### config.mk
export PLATFORM = sky130hd
export DESIGN_NAME = versat_databus_arbiter
export DESIGN_NICKNAME = d
export VERILOG_FILES = /design/src/rtl/versat_databus_arbiter.sv
export SDC_FILE = /design/constraint.sdc
export NUM_CORES = 1
export LEC_CHECK = 0
export BUFFER_PORTS_ARGS = -buffer_cell sky130_fd_sc_hd__buf_2
export CAP_MARGIN = 20
export CELL_PAD_IN_SITES_DETAIL_PLACEMENT = 1
export CELL_PAD_IN_SITES_GLOBAL_PLACEMENT = 1
export CORE_AREA = 2 2 119 121
export DETAILED_ROUTE_END_ITERATION = 7
export DIE_AREA = 0 0 121 123
export GPL_ROUTABILITY_DRIVEN = 0
export PLACE_DENSITY = 0.78
export SYNTH_ARGS = -nofsm -noshare
export SYNTH_HDL_FRONTEND = slang
export SYNTH_SLANG_ARGS = --single-unit
export TNS_END_PERCENT = 5
### constraint.sdc
create_clock -name clk -period 1.7 [get_ports clk]
set_input_delay 0.17 -clock clk [delete_from_list [all_inputs] [get_ports clk]]
set_output_delay 0.17 -clock clk [all_outputs]
set_load 0.02 [all_outputs]
### src/rtl/versat_databus_arbiter.sv
// Burst-locked arbiter sharing one external-memory databus among N_PORTS Versat I/O units.
// Define VERSAT_DBUS_RR_EN for round-robin arbitration; otherwise fixed priority (lowest index wins).
module versat_databus_arbiter #(
    parameter int unsigned N_PORTS = 2,
    parameter int unsigned DATA_W  = 32,
    parameter int unsigned ADDR_W  = 32
) (
    input  logic                          clk,
    input  logic                          rst,
    input  logic [N_PORTS-1:0]            req_valid,
    output logic [N_PORTS-1:0]            req_ready,
    input  logic [N_PORTS*ADDR_W-1:0]     req_addr,
    input  logic [N_PORTS*DATA_W-1:0]     req_wdata,
    input  logic [N_PORTS*DATA_W/8-1:0]   req_wstrb,
    input  logic [N_PORTS*8-1:0]          req_len,
    output logic [DATA_W-1:0]             req_rdata,
    output logic [N_PORTS-1:0]            req_last,
    output logic                          m_valid,
    input  logic                          m_ready,
    output logic [ADDR_W-1:0]             m_addr,
    output logic [DATA_W-1:0]             m_wdata,
    output logic [DATA_W/8-1:0]           m_wstrb,
    output logic [7:0]                    m_len,
    input  logic [DATA_W-1:0]             m_rdata,
    input  logic                          m_last,
    output logic [N_PORTS-1:0]            grant,
    output logic                          busy
);

    localparam int unsigned STRB_W = DATA_W / 8;
    localparam int unsigned LEN_W  = 8;

    typedef enum logic {
        IDLE  = 1'b0,
        BURST = 1'b1
    } state_e;

    state_e             state_q, state_d;
    logic [N_PORTS-1:0] grant_q, grant_d;
    logic [LEN_W-1:0]   len_q, len_d;
    logic [LEN_W-1:0]   beat_cnt_q, beat_cnt_d;

    logic [N_PORTS-1:0] win_oh;
    logic [LEN_W-1:0]   win_len;
    logic               found;
    logic               beat;
    logic               burst_end;

`ifdef VERSAT_DBUS_RR_EN
    localparam int unsigned PTR_W = (N_PORTS > 1) ? $clog2(N_PORTS) : 1;

    logic [PTR_W-1:0] ptr_q, ptr_d;
    logic [PTR_W-1:0] win_idx;

    // Search from the pointer upward first, then wrap to the lowest requester.
    always_comb begin : winner_pick
        win_oh  = '0;
        win_idx = '0;
        found   = 1'b0;
        for (int unsigned i = 0; i < N_PORTS; i++) begin
            if (!found && req_valid[i] && (PTR_W'(i) >= ptr_q)) begin
                found     = 1'b1;
                win_oh[i] = 1'b1;
                win_idx   = PTR_W'(i);
            end
        end
        for (int unsigned i = 0; i < N_PORTS; i++) begin
            if (!found && req_valid[i]) begin
                found     = 1'b1;
                win_oh[i] = 1'b1;
                win_idx   = PTR_W'(i);
            end
        end
    end

    always_comb begin : ptr_next
        ptr_d = ptr_q;
        if ((state_q == IDLE) && found) begin
            ptr_d = (win_idx == PTR_W'(N_PORTS - 1)) ? '0 : PTR_W'(win_idx + 1'b1);
        end
    end

    always_ff @(posedge clk) begin : ptr_reg
        if (!rst) begin
            ptr_q <= '0;
        end else begin
            ptr_q <= ptr_d;
        end
    end
`else
    always_comb begin : winner_pick
        win_oh = '0;
        found  = 1'b0;
        for (int unsigned i = 0; i < N_PORTS; i++) begin
            if (!found && req_valid[i]) begin
                found     = 1'b1;
                win_oh[i] = 1'b1;
            end
        end
    end
`endif

    always_comb begin : winner_len
        win_len = '0;
        for (int unsigned i = 0; i < N_PORTS; i++) begin
            if (win_oh[i]) begin
                win_len = req_len[i*LEN_W +: LEN_W];
            end
        end
    end

    // Granted port drives the bus; grant_q is zero in IDLE so everything idles low there.
    always_comb begin : bus_mux
        m_valid   = 1'b0;
        m_addr    = '0;
        m_wdata   = '0;
        m_wstrb   = '0;
        req_ready = '0;
        req_last  = '0;
        for (int unsigned i = 0; i < N_PORTS; i++) begin
            if (grant_q[i]) begin
                m_valid     = req_valid[i];
                m_addr      = req_addr[i*ADDR_W +: ADDR_W];
                m_wdata     = req_wdata[i*DATA_W +: DATA_W];
                m_wstrb     = req_wstrb[i*STRB_W +: STRB_W];
                req_ready[i] = m_ready;
                req_last[i]  = m_last;
            end
        end
    end

    assign beat      = m_valid & m_ready;
    // Length compare releases the bus even if the slave never signals last.
    assign burst_end = m_last | (beat_cnt_q == len_q);

    always_comb begin : fsm_next
        state_d    = state_q;
        grant_d    = grant_q;
        len_d      = len_q;
        beat_cnt_d = beat_cnt_q;
        case (state_q)
            IDLE: begin
                if (found) begin
                    state_d    = BURST;
                    grant_d    = win_oh;
                    len_d      = win_len;
                    beat_cnt_d = '0;
                end
            end
            BURST: begin
                if (beat) begin
                    beat_cnt_d = LEN_W'(beat_cnt_q + 1'b1);
                    if (burst_end) begin
                        state_d = IDLE;
                        grant_d = '0;
                    end
                end
            end
            default: begin
                state_d = IDLE;
                grant_d = '0;
            end
        endcase
    end

    always_ff @(posedge clk) begin : fsm_reg
        if (!rst) begin
            state_q    <= IDLE;
            grant_q    <= '0;
            len_q      <= '0;
            beat_cnt_q <= '0;
        end else begin
            state_q    <= state_d;
            grant_q    <= grant_d;
            len_q      <= len_d;
            beat_cnt_q <= beat_cnt_d;
        end
    end

    assign grant     = grant_q;
    assign busy      = (state_q == BURST);
    assign m_len     = len_q;
    assign req_rdata = m_rdata;

endmodule
==> out/qor.txt, run 1 <==
Final #Nets: 636
placed insts: 616
net switching power: 0.0009203 W
Combinational Power Share: 0.552
GRT Total Usage: 0.1467
Tot Pwr: 0.002218 W
Worst-Skew Late Latency: 260 ps
Flop pwr share: 0.227
pre-CTS WS: 150.2 ps
worst slew pin tran: 523.8 ps
fraction of post-synthesis cell area in the top cell type by area: 0.2953
most frequent cells in the layout: buf_2, a22o_1, dfxtp_1
Worst VDD drop: 0.3703 mV
Syn Std Cell Area: 2017 um^2
initial antenna violation count: 1
largest net degree at the start of global routing: 54
Clk pwr share: 0.221
GR Overflow Total: 0
Critical path origin: grant[1]
FP Rows: 43
crit start category: flip-flop
cts bufs inserted: 3
unrepaired setup endpoints after global routing: true
cell taking the most area after synthesis: a22o_1
Mapped Cells: 242
Post-synth EDFFs: 0
global-route wire length before repair: 16.38 mm
FMAX: 585.1 MHz
H-tree depth: 1
synth warn: 0
CP Capture Type: primary output
CP Data Required Time: 1530 ps
CTS tree: built
switching share of power: 0.4149
DR WL/cell: 19.96 um
die width: 121 um
Lkg Pwr: 1.904 nW
synth unique cells: 38
register area share after synthesis: 0.1886
Area contributors post-synth: a22o_1, dfxtp_1, buf_4
drt drc: 0
final slew viol count: 0
Final Util: 0.2490
fin crit share: 1.005
failing checks: negative setup slack
PD cells: 654.5 nW/um^2
Clock transition at path regs: 60 ps
syn_nets: 433
Avg Cell Area, Syn: 8.334 um^2
Final Critical Period: 1709 ps
Hold Buf Count CTS: 0
drt pass-1 iters: 4
setup TNS: -9.678 ps
Setup Skew: 7.066 ps
CP max FO: 34
clk sink count: 19
Final ANT Viol Nets: 0
vias in the first global route: 2666
Core Box Area: 13610 um^2
Area Overhead vs Synth: 68.05%
fin cells: 625
HPWL Detailed: 10.11 mm
die area: 14880 um^2
Final WS setup: -9.073 ps
reg-to-reg critical path endpoint: grant[0]
clk root buf: clkbuf_16
number of DRC markers in iteration 0: 97
asr flop ratio synth: 0
share of layout cells above drive strength 1: 0.5991
Reg2Reg Launch Point: beat_cnt_q[1]
run status: complete, but fails checks
commonest non-fill, non-tap cell in the layout: buf_2
internal power: 0.001298 W
worst reg2reg path depth: 4
Main synth FF type: dfxtp_1
number of port buffers: 241
Final Setup Violations: 2
Ports: 306
flop2flop setup slack: 250 ps
Max-slew headroom: 0.6508
starting density of the core: 0.1482
drt total wl: 12.48 mm
CP arrival: 1540 ps
Critical Path End: m_wstrb[0]
DR vias/cell: 4.499
type of the worst setup path: flip-flop to primary output
max cap viols: 0
Hold Path Class: primary input to flip-flop
CTS max path bufs: 2
Final Hold Fails: 0
#FFs+latches synth: 19
vias: 2812
Die H: 123 um
[power groups by stage]
stage	registers, W	clock network (W)	logic, W
2_1_floorplan	0.000533	0	0.000713
3_5_place_dp	0.000512	0	0.00115
4_1_cts	0.000502	0.000501	0.00120
5_1_grt	0.000509	0.000516	0.00130
6_report	0.000504	0.000490	0.00122
3_3_place_gp	0.000509	0	0.00115
[critical path, cell delays in order (launching register included)]
cell	delay [ps]
dfxtp_4	400
nor2b_4	180
buf_12	210
a22o_1	250
buf_2	200
[routing by layer]
layer  vias to the layer above  GRT usage  wire length (um)
li1                       1321          -                 -
met1                      1322     0.1710              4833
met2                       159     0.2633              6397
met3                        10    0.03644              1105
met4                         0    0.04651               141
met5                         -          0                 0
[synth_stat cells (all sizes together) (2+ instances only)]
master   n
a21oi   10
a221o    2
a22o    68
and2     5
and3     3
buf     43
clkbuf  10
dfxtp   19
inv      2
mux2i    3
nand2    9
nand2b   2
nand3   11
nand4    2
nand4b   6
nor2     3
nor2b    3
nor4     2
o21ai    9
o22ai    8
xor2     9
[cell type report]
type | instances | area [um^2]
Inverter | 3 | 11.26
Clock inverter | 1 | 5.005
Clock buffer | 3 | 75.07
Tap cell | 180 | 225.2
Timing Repair Buffer | 251 | 1374
Multi-Input combinational cell | 167 | 1313
Sequential cell | 19 | 384.1
Fill cell | 1687 | 10220
Antenna cell | 1 | 2.502
[through the flow]
step           instance area [um^2]  hold WS [ps]
2_1_floorplan                  2017         359.8
3_3_place_gp                   3179         340.1
3_5_place_dp                   3179         340.1
4_1_cts                        3319         213.9
5_1_grt                        3390         238.3
6_report                       3390         212.8
[cell families (layout without fill, tap and decap cells)]
| kind of cell | count (synthesis) | after routing | share of synthesized area |
|---|---|---|---|
| other | 0 | 1 | 0 |
| multiplexers | 3 | 3 | 0.01489 |
| flip-flops | 19 | 19 | 0.1886 |
| AND/OR/NAND/NOR | 50 | 50 | 0.1526 |
| buffers and inverters | 56 | 258 | 0.1780 |
| XOR/XNOR | 9 | 9 | 0.03908 |
| adder cells (fa/ha/maj) | 1 | 1 | 0.006202 |
| AO/OA/AOI/OAI | 104 | 104 | 0.4206 |
[worst min path at each step]
stage | slack, ps | cells past startpoint | startpoint | end
after floorplan | 360 | 2 | m_last | grant[1]
after global placement | 340 | 0 | m_rdata[16] | req_rdata[16]
after detailed placement | 340 | 0 | m_rdata[16] | req_rdata[16]
after CTS | 210 | 3 | req_len[10] | m_len[2]
after global routing | 240 | 3 | req_len[10] | m_len[2]
final | 210 | 3 | req_len[10] | m_len[2]
[state kept, by name, indices dropped and copies added, names as in the netlist]
| signal | cells |
|---|---|
| beat_cnt_q | 8 |
| m_len | 8 |
| grant | 2 |
| busy | 1 |
[what timing repair did]
action / CTS / global route
resized for setup: 4 / 2
buffers inserted: 0 / 1
setup endpoints to repair: 10 / 44
gates cloned: 1 / 2
No activity file was read; power rests on OpenSTA's default activity.
==> run 2: changes to the inputs <==
BUFFER_PORTS_ARGS = not set   (was -buffer_cell sky130_fd_sc_hd__buf_2)
CORE_AREA = 2 2 120 122   (was 2 2 119 121)
DIE_AREA = 0 0 122 124   (was 0 0 121 123)
DONT_BUFFER_PORTS = 1   (was not set)
PLACE_DENSITY = 0.45   (was 0.78)
==> out/qor.txt, run 2 (synthesis gave the netlist of run 1 again) <==
starting density of the core: 0.1470
worst slew pin tran: 553.4 ps
commonest non-fill, non-tap cell in the layout: a22o_1
cts bufs inserted: 3
GR Layer Usage met2: 0.2088
Ports: 306
drt pass-1 iters: 4
GR Overflow Total: 0
FMAX: 612.2 MHz
CP Data Required Time: 1530 ps
PD cells: 827.0 nW/um^2
worst-path cell with the longest stage delay: dfxtp_2
max cap viols: 0
Worst VDD drop: 0.3030 mV
drt total wl: 10.50 mm
CP Capture Type: primary output
Final #Nets: 418
CP top delay family: flip-flops
CTS tree: built
Final Setup Violations: 0
Final Critical Period: 1633 ps
Die H: 124 um
number of port buffers: 0
run status: finished, final reports clean
clk root buf: clkbuf_16
met3 Track Usage GR: 0.04853
CP Buf/Inv Count: 2
Lkg Pwr: 0.9463 nW
fin cells: 406
vias: 2008
Largest stage delay, worst path: 380 ps
CP max FO: 33
FP Rows: 43
hold_ws: 44.29 ps
Area Overhead vs Synth: 13.46%
die width: 122 um
Final ANT Viol Nets: 0
global-route wire length before repair: 13.45 mm
clk sink count: 19
Most Crowded Layer GR: met2
Hold Buf Count CTS: 0
GRT Total Usage: 0.1231
Setup Skew: 2.974 ps
FILL cells: 1632
fin crit share: 0.9608
unrepaired setup endpoints after global routing: false
Worst-Skew Late Latency: 260 ps
placed insts: 402
largest net degree at the start of global routing: 38
drt drc: 0
CP arrival: 1460 ps
Max-slew headroom: 0.6297
DR WL/cell: 25.86 um
register area: 382.9 um^2
Final Util: 0.1668
initial antenna violation count: 0
Core Box Area: 13720 um^2
number of DRC markers in iteration 0: 165
CP Cell Sequence: nor2b_4, buf_12, a22o_1, buf_4
Final Hold Fails: 0
die area: 15130 um^2
type of the worst setup path: flip-flop to primary output
crit start category: flip-flop
HPWL Detailed: 8.941 mm
Hold Path Class: primary input to flip-flop
most frequent cells in the layout: a22o_1, buf_4, dfxtp_1
CTS max path bufs: 2
flop2flop setup slack: 120 ps
setup TNS: 0 ps
Ant. Diodes: 0
DR vias/cell: 4.946
final slew viol count: 0
H-tree depth: 1
share of layout cells above drive strength 1: 0.1991
Clock transition at path regs: 60 ps
M1 GR Usage: 0.1479
vias in the first global route: 1958
footprint of the multi-input gates: 1285 um^2
## run 2: cell types whose count changed in the layout (fill, tap and decap cells not counted), moves of 2 or more
cell	change
clkbuf_16	-2
dfxtp_2	+2
buf_2	-241
a22o_1	+4
buf_4	+24
a22o_4	-3
## run 2: worst paths after layout
kind / start / end / cells past startpoint
worst max-delay path: grant[0] / m_wdata[2] / 4
worst max register to register: busy / grant[0] / 4
worst min-delay path: rst / m_len[7] / 2
worst min register to register: beat_cnt_q[7] / beat_cnt_q[7] / 2
## run 2: cell type report
class / count / share of cell area
inverters: 3 / 0.004921
multi-input cells: 167 / 0.5615
clock inverters: 1 / 0.003280
well taps: 180 / 0.09841
clock buffers: 3 / 0.03280
flip-flops and latches: 19 / 0.1673
repair buffers: 33 / 0.1318
## run 2: repair_timing
| action | CTS | global route |
|---|---|---|
| endpoints found under the hold margin | 0 | 0 |
| gates resized for setup | 2 | 0 |
| setup endpoints to repair | 6 | 0 |
| setup buffers | 0 | 0 |
## run 2: metal layers
| layer | vias to the layer above | share of wire |
|---|---|---|
| met5 | - | 0 |
| met4 | 0 | 0.0078 |
| met3 | 7 | 0.11 |
| met2 | 160 | 0.50 |
| met1 | 966 | 0.39 |
| li1 | 875 | - |
## run 2: stage by stage
step	power, W	instance area, um^2	setup slack, ps
after floorplan	0.001246	2017	151.9
after global placement	0.001373	2201	172.1
after detailed placement	0.001388	2201	102.9
after CTS	0.001920	2288	41.76
after global routing	0.001985	2288	3.102
final	0.001893	2288	66.64
## run 2: power breakdown
| part | switching [W] | internal [W] | leakage [nW] | total, W |
|---|---|---|---|---|
| Clock | 0.000208 | 0.000319 | 0.0371 | 0.000528 |
| Sequential | 0.0000327 | 0.000471 | 0.157 | 0.000504 |
| Combinational | 0.000564 | 0.000297 | 0.753 | 0.000861 |
| Total | 0.000805 | 0.00109 | 0.946 | 0.00189 |
